--- src/rtl/spi_master_ctrl_if.sv ---
// rtl/spi_master_ctrl_if.sv - host register-block control/status bundle for spi_master_ctrl
interface spi_master_ctrl_if;
  logic [4:0]  spi_rw_len;
  logic        spi_ch_sel;
  logic        spi_d_rise_align;
  logic [31:0] spi_wdata;
  logic        spi_wr_en;
  logic        spi_rd_en;
  logic [31:0] spi_rdata;
  logic        spi_busy;

  modport master (
    output spi_rw_len, spi_ch_sel, spi_d_rise_align, spi_wdata, spi_wr_en, spi_rd_en,
    input  spi_rdata, spi_busy
  );

  modport slave (
    input  spi_rw_len, spi_ch_sel, spi_d_rise_align, spi_wdata, spi_wr_en, spi_rd_en,
    output spi_rdata, spi_busy
  );
endinterface

--- src/rtl/spi_master_ctrl.sv ---
// rtl/spi_master_ctrl.sv - single-transfer SPI master engine, 1..32 bits, two chip selects
// Optional SPI_3WIRE_EN adds sdio_oe_o and instruction-phase handling for a bidirectional SDIO pad.
module spi_master_ctrl #(
  parameter int CLK_DIV = 4
) (
  input  logic             clk,
  input  logic             rstb,
  spi_master_ctrl_if.slave host,
  output logic             sclk_o,
  output logic [1:0]       csb_o,
  output logic             mosi_o,
  input  logic             miso_i
`ifdef SPI_3WIRE_EN
  ,
  output logic             sdio_oe_o
`endif
);

  localparam int             CW       = $clog2(CLK_DIV);
  localparam logic [CW-1:0]  CNT_LAST = CW'(CLK_DIV - 1);

  typedef enum logic [2:0] {
    S_IDLE,
    S_SETUP,
    S_SHIFT,
    S_HOLD,
    S_GAP
  } state_t;

  state_t        state_q, state_d;
  logic [CW-1:0] cnt_q, cnt_d;
  logic [5:0]    hp_q, hp_d;
  logic [4:0]    len_q, len_d;
  logic          align_q, align_d;
  logic          rd_q, rd_d;
  logic [31:0]   tx_q, tx_d;
  logic [31:0]   rx_q, rx_d;
  logic          sclk_q, sclk_d;
  logic [1:0]    csb_q, csb_d;
  logic          mosi_q, mosi_d;
  logic          busy_q, busy_d;
  logic [31:0]   rdata_q, rdata_d;
`ifdef SPI_3WIRE_EN
  logic          oe_q, oe_d;
  logic [5:0]    txn_q, txn_d;
  logic [5:0]    rxn_q, rxn_d;
`endif

  logic          tick;
  logic          last_hp;
  logic          rise_ev;
  logic          fall_ev;
  logic          launch;
  logic          capture;
  logic [31:0]   tx_init;

  always_ff @(posedge clk or negedge rstb) begin
    if (!rstb) begin
      state_q <= S_IDLE;
      cnt_q   <= '0;
      hp_q    <= '0;
      len_q   <= '0;
      align_q <= 1'b0;
      rd_q    <= 1'b0;
      tx_q    <= '0;
      rx_q    <= '0;
      sclk_q  <= 1'b0;
      csb_q   <= 2'b11;
      mosi_q  <= 1'b0;
      busy_q  <= 1'b0;
      rdata_q <= '0;
`ifdef SPI_3WIRE_EN
      oe_q    <= 1'b0;
      txn_q   <= '0;
      rxn_q   <= '0;
`endif
    end else begin
      state_q <= state_d;
      cnt_q   <= cnt_d;
      hp_q    <= hp_d;
      len_q   <= len_d;
      align_q <= align_d;
      rd_q    <= rd_d;
      tx_q    <= tx_d;
      rx_q    <= rx_d;
      sclk_q  <= sclk_d;
      csb_q   <= csb_d;
      mosi_q  <= mosi_d;
      busy_q  <= busy_d;
      rdata_q <= rdata_d;
`ifdef SPI_3WIRE_EN
      oe_q    <= oe_d;
      txn_q   <= txn_d;
      rxn_q   <= rxn_d;
`endif
    end
  end

  always_comb begin
    state_d = state_q;
    cnt_d   = cnt_q;
    hp_d    = hp_q;
    len_d   = len_q;
    align_d = align_q;
    rd_d    = rd_q;
    tx_d    = tx_q;
    rx_d    = rx_q;
    sclk_d  = sclk_q;
    csb_d   = csb_q;
    mosi_d  = mosi_q;
    busy_d  = busy_q;
    rdata_d = rdata_q;
`ifdef SPI_3WIRE_EN
    oe_d    = oe_q;
    txn_d   = txn_q;
    rxn_d   = rxn_q;
`endif
    tick    = (cnt_q == CNT_LAST);
    last_hp = (hp_q == {len_q, 1'b1});
    rise_ev = 1'b0;
    fall_ev = 1'b0;
    launch  = 1'b0;
    capture = 1'b0;
    // Word pre-shifted so bit N-1 sits at bit 31 and leaves MSB first.
    tx_init = host.spi_wdata << (5'd31 - host.spi_rw_len);

    if (state_q != S_IDLE) begin
      cnt_d = tick ? '0 : cnt_q + 1'b1;
    end

    case (state_q)
      S_IDLE: begin
        if (host.spi_wr_en || host.spi_rd_en) begin
          state_d = S_SETUP;
          cnt_d   = '0;
          hp_d    = '0;
          len_d   = host.spi_rw_len;
          align_d = host.spi_d_rise_align;
          rd_d    = host.spi_rd_en;
          rx_d    = '0;
          busy_d  = 1'b1;
          csb_d   = host.spi_ch_sel ? 2'b01 : 2'b10;
          tx_d    = tx_init;
`ifdef SPI_3WIRE_EN
          oe_d    = 1'b1;
          txn_d   = '0;
          rxn_d   = '0;
`endif
          if (!host.spi_d_rise_align) begin
            mosi_d = tx_init[31];
            tx_d   = {tx_init[30:0], 1'b0};
`ifdef SPI_3WIRE_EN
            txn_d  = 6'd1;
`endif
          end
        end
      end
      S_SETUP: begin
        if (tick) begin
          state_d = S_SHIFT;
          sclk_d  = 1'b1;
          rise_ev = 1'b1;
        end
      end
      S_SHIFT: begin
        if (tick) begin
          if (last_hp) begin
            state_d = S_HOLD;
          end else begin
            hp_d    = hp_q + 6'd1;
            sclk_d  = ~sclk_q;
            rise_ev = hp_q[0];
            fall_ev = ~hp_q[0];
          end
        end
      end
      S_HOLD: begin
        if (tick) begin
          state_d = S_GAP;
          csb_d   = 2'b11;
          mosi_d  = 1'b0;
          if (rd_q) begin
            rdata_d = rx_q;
          end
`ifdef SPI_3WIRE_EN
          oe_d    = 1'b0;
`endif
        end
      end
      S_GAP: begin
        if (tick) begin
          state_d = S_IDLE;
          busy_d  = 1'b0;
        end
      end
      default: begin
        state_d = S_IDLE;
      end
    endcase

    // Align=0 never launches on the final falling edge; there is no bit left to send.
    launch  = align_q ? rise_ev : (fall_ev && (hp_q != {len_q, 1'b0}));
    capture = align_q ? fall_ev : rise_ev;

    if (launch) begin
      mosi_d = tx_q[31];
      tx_d   = {tx_q[30:0], 1'b0};
`ifdef SPI_3WIRE_EN
      txn_d  = txn_q + 6'd1;
      if (rd_q && (txn_q == 6'd16)) begin
        oe_d = 1'b0;
      end
`endif
    end

    if (capture) begin
`ifdef SPI_3WIRE_EN
      rxn_d = rxn_q + 6'd1;
      if (rxn_q >= 6'd16) begin
        rx_d = {rx_q[30:0], miso_i};
      end
`else
      rx_d = {rx_q[30:0], miso_i};
`endif
    end
  end

  assign sclk_o         = sclk_q;
  assign csb_o          = csb_q;
  assign mosi_o         = mosi_q;
  assign host.spi_rdata = rdata_q;
  assign host.spi_busy  = busy_q;
`ifdef SPI_3WIRE_EN
  assign sdio_oe_o      = oe_q;
`endif

endmodule
--- src/flat_wrapper.sv ---
// flat-port wrapper written by rule: the top's interface ports become plain ports
module spi_master_ctrl_flat 
#(
  parameter int CLK_DIV = 4
)
  (clk, rstb, sclk_o, csb_o, mosi_o, miso_i, host_spi_rw_len, host_spi_ch_sel, host_spi_d_rise_align, host_spi_wdata, host_spi_wr_en, host_spi_rd_en, host_spi_rdata, host_spi_busy);
  spi_master_ctrl_if host_i ();
  input  logic clk;
  input  logic rstb;
  output logic sclk_o;
  output logic [1:0] csb_o;
  output logic mosi_o;
  input  logic miso_i;
  input wire logic [$bits(host_i.spi_rw_len)-1:0] host_spi_rw_len;
  input wire logic [$bits(host_i.spi_ch_sel)-1:0] host_spi_ch_sel;
  input wire logic [$bits(host_i.spi_d_rise_align)-1:0] host_spi_d_rise_align;
  input wire logic [$bits(host_i.spi_wdata)-1:0] host_spi_wdata;
  input wire logic [$bits(host_i.spi_wr_en)-1:0] host_spi_wr_en;
  input wire logic [$bits(host_i.spi_rd_en)-1:0] host_spi_rd_en;
  output wire logic [$bits(host_i.spi_rdata)-1:0] host_spi_rdata;
  output wire logic [$bits(host_i.spi_busy)-1:0] host_spi_busy;
  assign host_i.spi_rw_len = host_spi_rw_len;
  assign host_i.spi_ch_sel = host_spi_ch_sel;
  assign host_i.spi_d_rise_align = host_spi_d_rise_align;
  assign host_i.spi_wdata = host_spi_wdata;
  assign host_i.spi_wr_en = host_spi_wr_en;
  assign host_i.spi_rd_en = host_spi_rd_en;
  assign host_spi_rdata = host_i.spi_rdata;
  assign host_spi_busy = host_i.spi_busy;
  spi_master_ctrl #(.CLK_DIV(CLK_DIV)) u_core (.clk(clk), .rstb(rstb), .host(host_i), .sclk_o(sclk_o), .csb_o(csb_o), .mosi_o(mosi_o), .miso_i(miso_i));
endmodule
--- config.mk ---
export PLATFORM = sky130hd
export DESIGN_NAME = spi_master_ctrl_flat
export DESIGN_NICKNAME = d
export VERILOG_FILES = /design/src/rtl/spi_master_ctrl_if.sv /design/src/rtl/spi_master_ctrl.sv /design/src/flat_wrapper.sv
export SDC_FILE = /design/constraint.sdc
export NUM_CORES = 1
export LEC_CHECK = 0
export CAP_MARGIN = 5
export CORE_AREA = 4 4 121 123
export CTS_BUF_LIST = sky130_fd_sc_hd__clkbuf_4
export DETAILED_ROUTE_END_ITERATION = 6
export DIE_AREA = 0 0 125 127
export GPL_TIMING_DRIVEN = 0
export HOLD_SLACK_MARGIN = 0.03
export PLACE_DENSITY = 0.86
export SLEW_MARGIN = 20
export SYNTH_ARGS = -nofsm -noshare
export SYNTH_HDL_FRONTEND = slang
export SYNTH_SLANG_ARGS = --single-unit
--- constraint.sdc ---
create_clock -name clk -period 2 [get_ports clk]
set_input_delay 0.3 -clock clk [delete_from_list [all_inputs] [get_ports clk]]
set_output_delay 0.3 -clock clk [all_outputs]
set_load 0.01 [all_outputs]
# After elaboration in Yosys (flattened, before gate mapping)
# Index checks and enable logic that the tools add are counted.
[totals] input_bits=44 ff_bits=119 out_inout_bits=37 elab_cells=105
[op_classes] eq_ne=17 shifts=1 bitwise=2 reduce_logical=23 add_sub_neg=3 n_mux=46
[op_table] cell="2-to-1 mux 32 bit" n=7
[op_table] cell="<< shifter 32 x 5 -> 32 bit" n=1
[op_table] cell="2-to-1 mux 3 bit" n=6
[op_table] cell="2-to-1 mux 6 bit" n=3
[op_table] cell="2-to-1 mux 1 bit" n=16
[op_table] cell="nonzero test 2 bit" n=8
[op_table] cell="one-hot mux 3 bit (5 select lines)" n=1
[op_table] cell="2-to-1 mux 2 bit" n=7
[op_table] cell="!= test 2 x 1 -> 1 bit (second input constant)" n=6
[op_table] cell="one-hot mux 6 bit (2 select lines)" n=1
[op_table] cell="AND reduction 4 bit" n=3
[op_table] cell="AND reduction 3 bit" n=3
[op_table] cell="one-hot mux 1 bit (2 select lines)" n=4
[op_table] cell="adder 6 x 1 -> 6 bit (second input constant)" n=1
[op_table] cell="== test 3 x 2 -> 1 bit (second input constant)" n=2
[op_table] cell="== test 6 bit" n=1
[op_table] cell="!= test 3 x 1 -> 1 bit (second input constant)" n=2
[op_table] cell="!= test 6 bit" n=1
[op_table] cell="AND reduction 2 bit" n=3
[op_table] cell="AND reduction 6 bit" n=1
[op_table] cell="nonzero test 3 bit" n=2
[op_table] cell="subtractor 5 bit (first input constant)" n=1
[op_table] cell="one-hot mux 2 bit (2 select lines)" n=1
[op_table] cell="== test 3 x 1 -> 1 bit (second input constant)" n=1
[op_table] cell="other kinds (9)" n=10

# Depth between registers and ports, before layout
# Gate-level depths: netlist of run 1.
[logic_depth] word_depth=8 ltp_mapped=10 mapped_depth_nobuf=7

# Least setup slack after synthesis of run 1
# No wires, ideal clock.
[synth_path] kind="register -> register" startpoint="register u_core.cnt_q[0]" endpoint="register u_core.tx_q[30]" path_buffers=1 setup_time_ns=0.146 period_less_slack_ns=2.131 path_stages_with_launch=7 arrival_ns=1.986 slack_ns=-0.131 required_ns=1.854 path_cell_list="dfrtp_1 -> ha_1 -> nand2b_1 -> o31ai_1 -> clkbuf_1 -> mux2i_1 -> o221ai_1"
[synth_between] elab_chain_len=7 elab_cells_between_ends=12 cone_classes="eq/ne (1); mux (7); reduce/logical (4)"
[synth_rtl] element="start, declared" line_no="spi_master_ctrl.sv:31" rtl="logic [CW-1:0] cnt_q, cnt_d;"
[synth_rtl] element="start signal, assigned" line_no="spi_master_ctrl.sv:79" rtl="cnt_q <= cnt_d;"
[synth_rtl] element="== test 2 bit (*)" line_no="spi_master_ctrl.sv:118" rtl="tick = (cnt_q == CNT_LAST);"
[synth_rtl] element="2-to-1 mux 1 bit" line_no="spi_master_ctrl.sv:166" rtl="if (tick) begin"
[synth_rtl] element="2-to-1 mux 1 bit" line_no="spi_master_ctrl.sv:131" rtl="case (state_q)"
[synth_rtl] element="logical AND 1 bit" line_no="spi_master_ctrl.sv:202" rtl="launch = align_q ? rise_ev : (fall_ev && (hp_q != {len_q, 1'b0}));"
[synth_rtl] element="2-to-1 mux 1 bit (*)" line_no="spi_master_ctrl.sv:202"
[synth_rtl] element="nonzero test 2 bit (no line)"
[synth_rtl] element="AND reduction 2 bit (no line)"
[synth_rtl] element="end signal, assigned" line_no="spi_master_ctrl.sv:84" rtl="tx_q <= tx_d;"
[synth_rtl] element="end, declared" line_no="spi_master_ctrl.sv:36" rtl="logic [31:0] tx_q, tx_d;"
# Mark *: on every way between the ends. The rest lies on a longest branch, timed or not.
# A chain may end at the register's enable or synchronous reset.

# Worst setup path in the final report of run 1
[layout_path] startpoint="register u_core.state_q[0]" endpoint="register u_core.tx_q[21]"
[layout_between] elab_chain_len=6 elab_cells_between_ends=11 cone_classes="eq/ne (2); mux (4); reduce/logical (5)"
[layout_rtl] element="start, declared" line_no="spi_master_ctrl.sv:30" rtl="state_t state_q, state_d;"
[layout_rtl] element="start signal, assigned" line_no="spi_master_ctrl.sv:78" rtl="state_q <= state_d;"
[layout_rtl] element="== test 3 x 2 -> 1 bit" line_no="spi_master_ctrl.sv:131"
[layout_rtl] element="2-to-1 mux 1 bit" line_no="spi_master_ctrl.sv:131"
[layout_rtl] element="logical AND 1 bit" line_no="spi_master_ctrl.sv:202"
[layout_rtl] element="2-to-1 mux 1 bit" line_no="spi_master_ctrl.sv:202"
[layout_rtl] element="nonzero test 2 bit (no line)"
[layout_rtl] element="AND reduction 2 bit (no line)"
# Several ways; a longest one is shown, not always the timed one.

==> results.py, run 1 <==
metrics = {
    "status": {
        "outcome": "complete, but fails checks",
        "violations": "negative setup slack",
    },
    "synth": {
        "ys_seq_area_share_pct": 41.9,
        "synth_top_area_share_pct": 41.2,
        "synth_edf_count": 0,
        "postSynth.asyncResetShare_pct": 100,
        "syn-mean-instance-area_um2": 9.58,
        "ys_seq_elements": 119,
        "synthMostInstantiatedCell": "nand2_1",
        "ys_warn_count": 0,
        "syn_nets": 788,
        "netlist_area_um2": 7110,
        "netlist_top_cells_area": "dfrtp_1 41%, mux2i_1 8.3%, nand2_1 7.4%, mux2_2 6.0%, mux4_2 3.5%",
        "synth.distinct_cells": 56,
        "yosys.area.top_type": "dfrtp_1",
        "ys.flop_type": "dfrtp_1",
        "ys_top_cells_by_count": "140 x nand2_1, 117 x dfrtp_1, 59 x mux2i_1, 47 x nor2_1, 43 x o21ai_0",
        "synthCells": 742,
    },
    "floorplan": {
        "die_area_um2": 15900,
        "start_util_pct": 52.0,
        "ioPinCount": 81,
        "die_width_um": 125,
        "rows": 43,
        "die_height_um": 127,
        "coreArea_um2": 13700,
    },
    "critical_path": {
        "critical_path_arrival_ps": 2420,
        "cp_slowest_stage_delay_ps": 420,
        "cp_common_cell": "buf_4",
        "crit_required_ps": 2400,
        "cp_top_family": "buffers and inverters",
        "slowest_stage": "dfrtp_1",
        "worstSetupEndpointType": "register",
        "crit_buf_inv": 3,
        "worst-setup-path-type": "reg2reg",
        "r2r_start": "u_core.state_q[0]",
        "crit_chain": "buf_4, nand2b_4, nor2_2, o211ai_1, buf_4, o31ai_4, buf_6, mux2i_2, o221ai_1",
        "critPathMaxFanout": 10,
        "startpoint": "u_core.state_q[0]",
        "start_kind": "register",
    },
    "route": {
        "drc_errors": 0,
        "drt-vias-per-instance": 5.92,
        "wl_um": 18100,
        "num_vias": 6192,
        "post_drt_wl_per_cell_um": 17.3,
        "first_pass_iters": 5,
        "drtIter0Drc": 504,
        "ant_nets": 0,
    },
    "timing": {
        "tightest_slew_ps": 558,
        "slew_violations": 0,
        "max_freq_mhz": 494,
        "layout_setup_ws_ps": -22.7,
        "layout_min_cycle_time_ps": 2020,
        "slew_headroom_pct": 62.7,
        "post-route-period-util_pct": 101,
        "finalHoldViolCount": 0,
        "clock_skew_ps": 16.6,
        "setup_violations": 1,
    },
    "final_layout": {
        "layoutNonFillerInstCount": 1046,
        "final_util_pct": 64.5,
        "drive_gt1_share_pct": 20.4,
        "diodes": 0,
        "fin_area_um2": 8820,
        "final_nets": 899,
        "area_growth_pct": 24.0,
    },
    "place": {
        "placed_cells": 999,
        "place.gp.congestion": 0.950,
        "dp_hpwl_um": 12800,
        "portBuffers": 76,
        "post_dp_cell_area_um2": 8130,
    },
    "global_routing": {
        "grt_max_degree": 75,
        "grt_pass1_wl_um": 28900,
        "grt_pass1_vias": 6000,
        "grt_usage_pct": 22.0,
        "antenna_found_initial": 0,
        "grt_overflow": 0,
    },
    "power": {
        "power_density_nw_per_um2": 1150,
        "p_leak_nw": 3.86,
        "p_total_mw": 10.1,
        "peakVddDrop_uv": 481,
    },
    "flow_run": {
        "max_cap_violations": 0,
    },
    "clocking": {
        "cts_max_level": 4,
        "numCtsBuffers": 17,
        "cts_tree": "yes",
        "clock_sinks": 119,
        "clkLatencyLatePin_ps": 530,
        "clkSlewWorstSetupHoldPaths_ps": 110,
        "clockRootBuffer": "clkbuf_4",
        "cts_max_path_buffers": 2,
    },
    "worst_hold_path": {
        "min_path_type": "in2async",
    },
}
[per-stage QoR]
| step | hold WS [ps] | setup slack [ps] | setup TNS (ps) |
|---|---|---|---|
| after floorplan | 4.41 | -32.8 | -133 |
| after global placement | 463 | -3810 | -472220 |
| after detailed placement | 256 | -619 | -27180 |
| after CTS | 245 | -19.5 | -19.5 |
| after global routing | 279 | -89.6 | -970 |
| final | 261 | -22.7 | -22.7 |
[repair_timing]
action	4_1_cts	5_1_grt
setup endpoints to repair	110	89
pin swaps	4	3
hold endpoints to repair	45	0
resized for setup	28	71
buffers inserted	2	10
hold buffers	1	0
cloned	2	1
[state kept, by name (all words and copies together), names as in the netlist, 2 cells and up]
name / cells
u_core.host.spi_rdata: 32
u_core.rx_q: 32
u_core.tx_q: 32
u_core.hp_q: 6
u_core.len_q: 5
u_core.state_q: 3
u_core.cnt_q: 2
u_core.csb_o: 2
[metal layers]
metal / wire [um] / vias up / global-route usage (%)
li1: - / 2892 / -
met5: 0 / - / 0
met3: 1220 / 57 / 4.52
met1: 7460 / 2967 / 28.2
met2: 8840 / 276 / 37.2
met4: 561 / 0 / 8.35
[cells in the final DEF, fill, tap and decap left out, drive strengths merged, types with 36 or more instances in the layout]
cell type      Yosys  routed
nor2              47      47
mux2              38      38
nand2            140     140
buf               21      36
dfrtp            117     117
o21ai             45      45
clkdlybuf4s50      0      75
clkbuf            32      50
inv               37      41
mux2i             61      61
[cells by family after synthesis]
logic type	Yosys count	share of synthesized area (%)
compound gates	161	15.4
xor+xnor	11	1.35
fa+ha+maj	2	0.352
buf+inv	90	5.63
flops	119	41.9
mux	117	20.8
simple gates	242	14.6
[layout make-up]
class	instances	area, um^2
tap	180	225
clock inverter	14	174
timing repair buffer	92	905
sequential	119	2980
multi-input combinational	534	3920
buffer	52	335
clock buffer	18	135
inverter	37	139
fill	1087	4850
[final timing paths]
kind / to / slack, ps / cells past startpoint
max: u_core.tx_q[21] / -20 / 9
min: u_core.tx_q[12] / 260 / 2
max reg2reg: u_core.tx_q[21] / -20 / 9
min reg2reg: u_core.tx_q[26] / 490 / 1
max in group asynchronous: u_core.state_q[1] / 1050 / 3
min in group clk: u_core.csb_o[0] / 290 / 3
[where the power goes]
part | leakage (nW) | switching, mW | internal (mW)
sequential | 1.58 | 0.603 | 3.34
clock | 0.157 | 0.946 | 0.892
combinational | 2.12 | 2.27 | 2.06
total | 3.86 | 3.82 | 6.29
(Power assumes the default switching activity.)
==> inputs of run 2 (changes only) <==
--- a/config.mk
+++ b/config.mk
@@ -6,13 +6,12 @@
 export NUM_CORES = 1
 export LEC_CHECK = 0
 export CAP_MARGIN = 5
-export CORE_AREA = 4 4 121 123
+export CORE_AREA = 4 4 139 141
 export CTS_BUF_LIST = sky130_fd_sc_hd__clkbuf_4
 export DETAILED_ROUTE_END_ITERATION = 6
-export DIE_AREA = 0 0 125 127
+export DIE_AREA = 0 0 143 145
 export GPL_TIMING_DRIVEN = 0
-export HOLD_SLACK_MARGIN = 0.03
-export PLACE_DENSITY = 0.86
+export PLACE_DENSITY = 0.7
 export SLEW_MARGIN = 20
 export SYNTH_ARGS = -nofsm -noshare
 export SYNTH_HDL_FRONTEND = slang
==> results.py, run 2 (synthesized netlist as in run 1, its figures left out) <==
metrics = {
    "global_routing": {
        "antenna_found_initial": 0,
        "use_met3_pct": 3.19,
        "grt_max_degree": 78,
        "gr-usage-met2_pct": 26.8,
        "grt_usage_pct": 17.3,
        "grt_pass1_vias": 5930,
        "grtUsageMet1_pct": 24.9,
        "grt_pass1_wl_um": 29700,
        "busiest_layer": "met2",
        "grt_overflow": 0,
    },
    "timing": {
        "slew_headroom_pct": 61.8,
        "rsz0062_at_grt": "true",
        "post-route-period-util_pct": 101,
        "max_freq_mhz": 497,
        "layout_setup_ws_ps": -13.2,
        "setup_violations": 2,
        "layout_min_cycle_time_ps": 2010,
        "slew_violations": 0,
        "timing.hold.ws_ps": 267,
        "tightest_slew_ps": 574,
        "clock_skew_ps": 20.0,
        "finalHoldViolCount": 0,
    },
    "final_layout": {
        "multiInputGateArea_um2": 3870,
        "final_nets": 894,
        "drive_gt1_share_pct": 18.7,
        "layout_common_cells": "139 x nand2_1, 115 x dfrtp_1, 75 x clkdlybuf4s50_1, 55 x mux2i_1, 46 x nor2_1",
        "fin_area_um2": 8820,
        "layoutNonFillerInstCount": 1091,
        "area_growth_pct": 24.0,
        "ff_latch_area_um2": 2980,
        "final_util_pct": 49.1,
        "final_common_cell": "nand2_1",
        "n_fill_cell": 1685,
    },
    "floorplan": {
        "die_area_um2": 20700,
        "die_width_um": 143,
        "rows": 49,
        "coreArea_um2": 18000,
        "start_util_pct": 39.6,
        "die_height_um": 145,
        "ioPinCount": 81,
    },
    "route": {
        "drtIter0Drc": 478,
        "drc_errors": 0,
        "num_vias": 6064,
        "first_pass_iters": 5,
        "wl_um": 18000,
        "ant_nets": 0,
        "drt-vias-per-instance": 5.56,
        "post_drt_wl_per_cell_um": 16.5,
    },
    "clocking": {
        "cts_tree": "yes",
        "clkSlewWorstSetupHoldPaths_ps": 120,
        "numCtsBuffers": 17,
        "cts_max_path_buffers": 2,
        "clock_sinks": 119,
        "clockRootBuffer": "clkbuf_4",
        "cts_max_level": 4,
        "clkLatencyLatePin_ps": 520,
    },
    "status": {
        "violations": "negative setup slack",
        "outcome": "complete, but fails checks",
    },
    "worst_hold_path": {
        "min_path_type": "in2async",
    },
    "power": {
        "p_leak_nw": 3.83,
        "power_density_nw_per_um2": 1120,
        "p_total_mw": 9.92,
        "peakVddDrop_uv": 789,
    },
    "critical_path": {
        "cp_slowest_stage_delay_ps": 540,
        "reg2reg_depth": 6,
        "r2r_start": "u_core.cnt_q[0]",
        "r2r_setup_slack_ps": 20,
        "crit_required_ps": 2380,
        "crit_chain": "clkdlybuf4s50_1, mux4_2, mux2i_2, o32ai_1, a211oi_1, o221ai_1",
        "worst-setup-path-type": "in2reg",
        "reg2reg_to": "u_core.tx_q[20]",
        "critPathMaxFanout": 4,
        "worstSetupEndpointType": "register",
        "slowest_stage": "mux4_2",
        "start_kind": "input port",
        "critical_path_arrival_ps": 2390,
    },
    "place": {
        "dp_hpwl_um": 13200,
        "post_dp_cell_area_um2": 8200,
        "place.gp.congestion": 0.953,
        "portBuffers": 76,
        "placed_cells": 1048,
    },
    "flow_run": {
        "max_cap_violations": 0,
    },
}
run 2: cell count changes in the layout (fill, tap and decap cells not counted), moves of 4 or more:
cell	change
buf_2	+4
clkbuf_2	-7
buf_4	-7
clkbuf_1	+5
run 2: worst max-delay path by stage:
| stage | to | from | cells after the start |
|---|---|---|---|
| detailed placement | u_core.tx_q[30] | host_spi_wdata[7] | 6 |
| finish | u_core.tx_q[30] | host_spi_wdata[9] | 6 |
| CTS | u_core.tx_q[29] | u_core.state_q[0] | 8 |
| global route | u_core.tx_q[16] | u_core.state_q[1] | 6 |
| floorplan | u_core.tx_q[19] | host_spi_rw_len[0] | 9 |
| global placement | u_core.tx_q[24] | rstb | 1 |
run 2: layout make-up:
type	instances	share of cell area (%)
multi-input combinational	533	43.9
clock buffer	17	1.45
sequential	119	33.8
tap	229	3.25
inverter	37	1.57
timing repair buffer	88	10.1
buffer	52	3.72
clock inverter	15	2.16
antenna	1	0.0284
run 2: routing by layer:
| layer | vias to the layer above | wire (um) |
|---|---|---|
| met5 | - | 0 |
| met4 | 0 | 246 |
| met3 | 22 | 1090 |
| met2 | 241 | 8370 |
| met1 | 2923 | 8330 |
| li1 | 2878 | - |
run 2: worst max-delay path, delay by kind of cell:
kind | cells | cell delay (ps)
buf+inv | 1 | 460
compound gates | 3 | 770
mux | 2 | 850
run 2: metrics by stage:
| step | setup slack (ps) | setup TNS, ps |
|---|---|---|
| finish | -13.2 | -23.7 |
| global route | -73.1 | -565 |
| CTS | 3.94 | 0 |
| detailed placement | -649 | -31620 |
| global placement | -3970 | -498590 |
| floorplan | -32.8 | -133 |
run 2: power breakdown:
| group | total [mW] | switching, mW | internal, mW |
|---|---|---|---|
| registers | 3.92 | 0.583 | 3.33 |
| logic | 4.11 | 2.14 | 1.97 |
| clock network | 1.89 | 0.998 | 0.896 |
run 2: repair_timing:
item,CTS,global route
gates cloned,0,2
pin swaps,3,5
setup endpoints to repair,110,97
hold endpoints to repair,42,0
resized for setup,32,45
setup buffers,2,6
hold buffers,1,0
==> RTL edit 1, RTL diff (settings of run 2) <==
`CLK_DIV` is set to 4 in 2 places; all go to 8.
--- a/src/rtl/spi_master_ctrl.sv
+++ b/src/rtl/spi_master_ctrl.sv
@@ -2,5 +2,5 @@
 // Optional SPI_3WIRE_EN adds sdio_oe_o and instruction-phase handling for a bidirectional SDIO pad.
 module spi_master_ctrl #(
-  parameter int CLK_DIV = 4
+  parameter int CLK_DIV = 8
 ) (
   input  logic             clk,
--- a/src/flat_wrapper.sv
+++ b/src/flat_wrapper.sv
@@ -2,5 +2,5 @@
 module spi_master_ctrl_flat 
 #(
-  parameter int CLK_DIV = 4
+  parameter int CLK_DIV = 8
 )
   (clk, rstb, sclk_o, csb_o, mosi_o, miso_i, host_spi_rw_len, host_spi_ch_sel, host_spi_d_rise_align, host_spi_wdata, host_spi_wr_en, host_spi_rd_en, host_spi_rdata, host_spi_busy);
Behaviour: not the same (Yosys sat finds a counterexample within 10 cycles, from zero or initial values and one cycle with rstb low).
==> RTL edit 1 against run 2 <==
Via count shrank 2.5%. Sequential cell count grew 1. Clock power shrank 23%. The run still ends with setup timing left. Register-to-register slack lost 160 ps. Worst setup slack lost 120 ps. Worst hold slack gained 3.2 ps. Largest power group unchanged. Critical path type is now reg2reg. Wire length grew 2.8%. Total power grew 6.4%. Die area is the same. Synthesized area shrank 3.0%. Final area grew 2.7%. Sequential share of layout area shrank 0.62 points.
==> RTL edit 1: results (changes against run 2) <==
synthMuxAreaShare: 0.199  # -0.00894
worst_pin_slew_ps: 689  # +115 ps
yosys-top-cells-count: "dfrtp_1, nand2_1, nor2_1"
synth_compound_area_frac: 0.161  # +0.00734
diodes: 0  # -1
port_buffers: 77  # +1.3%
ctsRootBufferMaster: "clkbuf_4"
grt_pass1_wl_mm: 30.0  # +0.91%
wl_met3_um: 915  # -16%
fin_nets: 868  # -2.9%
synth_nets: 742  # -5.8%
reg2reg_depth: 9  # +3
r2r-start: "u_core.cnt_q[1]"
place_congestion: 0.896  # -6.0%
drive_gt1_frac: 0.243  # +0.0564
hp-class: "in2async"
synth_xor_area_frac: 0.0127  # -0.000847
leakage_nw: 3.98  # +3.9%
setup_ws_ps: -136  # -123 ps
violations: "setup timing"
grt_usage: 0.175  # +0.00267
use_met3: 0.0421  # +0.0102
drt-met1-wl_mm: 8.55  # +2.7%
pre_cts_slack_ps: -981  # -332 ps
arrival_ps: 2540  # +150 ps
drtIter0Drc: 469  # -1.9%
clk_latency_ps: 550  # +30 ps
finalClockSkew_ps: 18.2  # -1.78 ps
outcome: "finished, violations left"
grtUsageMet1: 0.248  # -0.000793
post-dp-hpwl_mm: 12.8  # -2.9%
synth_adder_area_share: 0.00544  # +0.00192
grt_pass1_vias: 5803  # -2.1%
dpl-instance-area_mm2: 0.00809  # -1.3%
synthDistinctLibCells: 55  # -1.8%
setup_viol: 65  # +63
setup_tns_ps: -4290  # -4270 ps
wirelength_mm: 18.5  # +2.8%
use_met2: 0.272  # +0.00446
routed_via_density: 5.56  # +0.11%
synth.area.top_cells: "dfrtp_1, mux2_2, mux2i_1"
wl_met2_mm: 8.80  # +5.2%
worstSetupPathType: "reg2reg"
grt_max_degree: 71  # -9.0%
vdd.ir_drop.worst_mv: 0.683  # -13%
synth_seq_area_share: 0.436  # +0.0167
crit_end: "u_core.tx_q[17]"
cp_max_fo: 5  # +1
-- RTL edit 1: changes by cell type in the layout (fill, tap and decap cells not counted), moves of 12 or more --
cell and change:
inv_1 -31, nand2_1 -30, o21ai_1 +29, o21ai_0 -28, mux2i_1 -16, a22oi_1 +12
-- RTL edit 1: stage by stage --
step	power [mW]	hold slack (ps)	utilization	cells
floorplan	6.34	4.41	-	695
global placement	7.58	472	0.449	1001
detailed placement	7.70	282	0.450	1002
CTS	9.86	237	0.486	1051
global route	11.3	263	0.504	1063
finish	10.6	271	0.504	1063
-- RTL edit 1: layout make-up --
class	count	area, um2
Multi-Input combinational cell	517	3900
Buffer	50	414
Fill cell	1606	8900
Timing Repair Buffer	109	1200
Inverter	6	22.5
Clock buffer	17	128
Clock inverter	15	106
Tap cell	229	287
Sequential cell	120	3010
-- RTL edit 1: cells by family (layout without fill, tap and decap cells) --
kind of cell / after synthesis / in the layout
AND/OR/NAND/NOR: 234 / 234
XOR/XNOR: 10 / 10
multiplexers: 109 / 109
AO/OA/AOI/OAI: 160 / 161
buffers and inverters: 59 / 197
adder cells (fa/ha/maj): 3 / 3
flip-flops: 120 / 120
-- RTL edit 1: what timing repair did --
item                       in CTS  in global routing
setup buffers                  12                  8
hold endpoints to repair       48                  0
pin swaps                       6                  8
setup endpoints to repair     111                111
cloned                          7                  4
hold buffers                    1                  0
resized for setup              96                 53
-- RTL edit 1: where the power goes --
part           leakage (nW)  switching, mW  internal (mW)
sequential             1.60          0.576           3.27
clock                 0.125          0.968          0.489
combinational          2.26           2.47           2.79
-- RTL edit 1: critical path, stage by stage (launching register included) --
cell,delay (ps)
dfrtp_1,400
ha_2,200
ha_4,170
nand2_1,170
nor3_2,70
nand2b_4,170
o22ai_4,290
buf_8,180
mux2i_2,210
o221ai_1,130
==> RTL edit 2, RTL diff (flow settings as in run 2) <==
Without the edit above. Encoding of `state_t`: now one-hot (5 bits for 5 states).
--- a/src/rtl/spi_master_ctrl.sv
+++ b/src/rtl/spi_master_ctrl.sv
@@ -20,10 +20,10 @@
   localparam logic [CW-1:0]  CNT_LAST = CW'(CLK_DIV - 1);
 
-  typedef enum logic [2:0] {
-    S_IDLE,
-    S_SETUP,
-    S_SHIFT,
-    S_HOLD,
-    S_GAP
+  typedef enum logic [4:0] {
+    S_IDLE  = 5'b00001,
+    S_SETUP = 5'b00010,
+    S_SHIFT = 5'b00100,
+    S_HOLD  = 5'b01000,
+    S_GAP   = 5'b10000
   } state_t;
 
Formal check against the unedited RTL: same outputs for any inputs over 10 cycles, from zero or initial values and one cycle with rstb low; not proved beyond that.
==> RTL edit 2 against run 2 <==
Critical path type is now reg2reg. The run still ends with setup timing left. First-iteration DRC count increased by 17%. Wire length rose by 7.5%. Global-route usage up 1.1 points. Sequential cell count rose by 2. Worst setup slack got worse by 400 ps. Count of clock-buffer cells in the layout rose by 2. Final area grew 4.4%. Total power is 11% lower. Synthesized area up 0.79%. Clock skew rose by 4.0 ps. Combinational power down 6.6%.
==> RTL edit 2: results (changes against run 2) <==
outcome: "finished, violations left"
violations: "setup timing"
post-dp-hpwl_mm: 13.7  # +4.0%
post_cts_buffers: 8  # +6
vias: 6231  # +2.8%
wl_per_cell_um: 17.8  # +7.6%
yosys-top-cells-count: "dfrtp_1, nand2_1, o21ai_0"
grt_max_degree: 77  # -1.3%
arrival_ps: 2820  # +430 ps
grt_pass1_wl_mm: 31.2  # +5.0%
setup_tns_ps: -19800  # -19780 ps
fin_nets: 893  # -0.11%
setup_viol: 67  # +65
powerComb_mw: 3.84  # -6.6%
powerDensity_mw_per_mm2: 956  # -15%
vdd.ir_drop.worst_mv: 0.441  # -44%
placed_cells: 1027  # -2.0%
dpl-instance-area_mm2: 0.00833  # +1.6%
grt_usage: 0.184  # +0.0111
antenna_found_initial: 1  # +1
cp_max_fo: 7  # +3
cts_resized: 43  # +34%
setup_ws_ps: -411  # -397 ps
leakage_nw: 4.08  # +6.3%
synth_nets: 765  # -2.9%
syn_avg_cell_area_um2: 9.97  # +4.0%
synth.area.top_cells: "dfrtp_1, mux2_2, mux2i_1"
place_congestion: 0.945  # -0.79%
reg2reg_depth: 8  # +2
port_buffers: 78  # +2.6%
pre_cts_slack_ps: -848  # -199 ps
cp_top_family: "simple AND/OR/NAND/NOR gates"
finalClockSkew_ps: 24.0  # +4.02 ps
synth_seq_area_share: 0.423  # +0.00386
worst_pin_slew_ps: 547  # -26.9 ps
cpPeakStageDelay_ps: 470  # -70 ps
grt_pass1_vias: 5973  # +0.73%
drtIter0Drc: 557  # +17%
drive_gt1_frac: 0.252  # +0.0653
## RTL edit 2: changes by cell type in the layout (fill, tap and decap cells not counted), moves of 8 or more
| cell | before | now |
|---|---|---|
| nand2_1 | 139 | 86 |
| nand3_1 | 7 | 17 |
| inv_1 | 37 | 5 |
| o221ai_1 | 25 | 14 |
| mux2_2 | 37 | 46 |
| buf_4 | 12 | 32 |
| o22ai_1 | 21 | 13 |
| o21ai_1 | 2 | 28 |
| mux2i_1 | 55 | 44 |
## RTL edit 2: per-layer routing
layer | vias to the layer above | wire length (um) | GRT usage
met5 | - | 0 | 0
met4 | 0 | 264 | 0.0404
met2 | 195 | 9330 | 0.290
li1 | 2939 | - | -
met1 | 3070 | 8830 | 0.260
met3 | 27 | 963 | 0.0411
## RTL edit 2: cells by family (layout without fill, tap and decap cells)
group,Yosys count,after routing,share of synthesized area
AND/OR/NAND/NOR,220,220,0.143
buffers and inverters,57,198,0.0433
multiplexers,110,110,0.188
flip-flops,121,121,0.423
adder cells (fa/ha/maj),2,2,0.00349
AO/OA/AOI/OAI,199,199,0.188
XOR/XNOR,10,10,0.0122
other,0,1,0
## RTL edit 2: worst paths after layout
path / start / to / slack [ps]
setup / recovery: u_core.state_q[2] / u_core.tx_q[8] / -410
hold / removal: rstb / u_core.host.spi_rdata[15] / 240
setup reg to reg: u_core.state_q[2] / u_core.tx_q[8] / -410
hold reg to reg: u_core.tx_q[19] / u_core.tx_q[20] / 500
max in group asynchronous: rstb / u_core.state_q[4] / 990
min in group clk: miso_i / u_core.rx_q[0] / 350
## RTL edit 2: cell type report
class,instances,share of cell area
sequential,121,0.330
clock inverter,13,0.0129
inverter,5,0.00204
multi-input combinational,541,0.451
buffer,51,0.0383
timing repair buffer,110,0.119
clock buffer,19,0.0155
antenna,1,0.000272
tap,229,0.0311
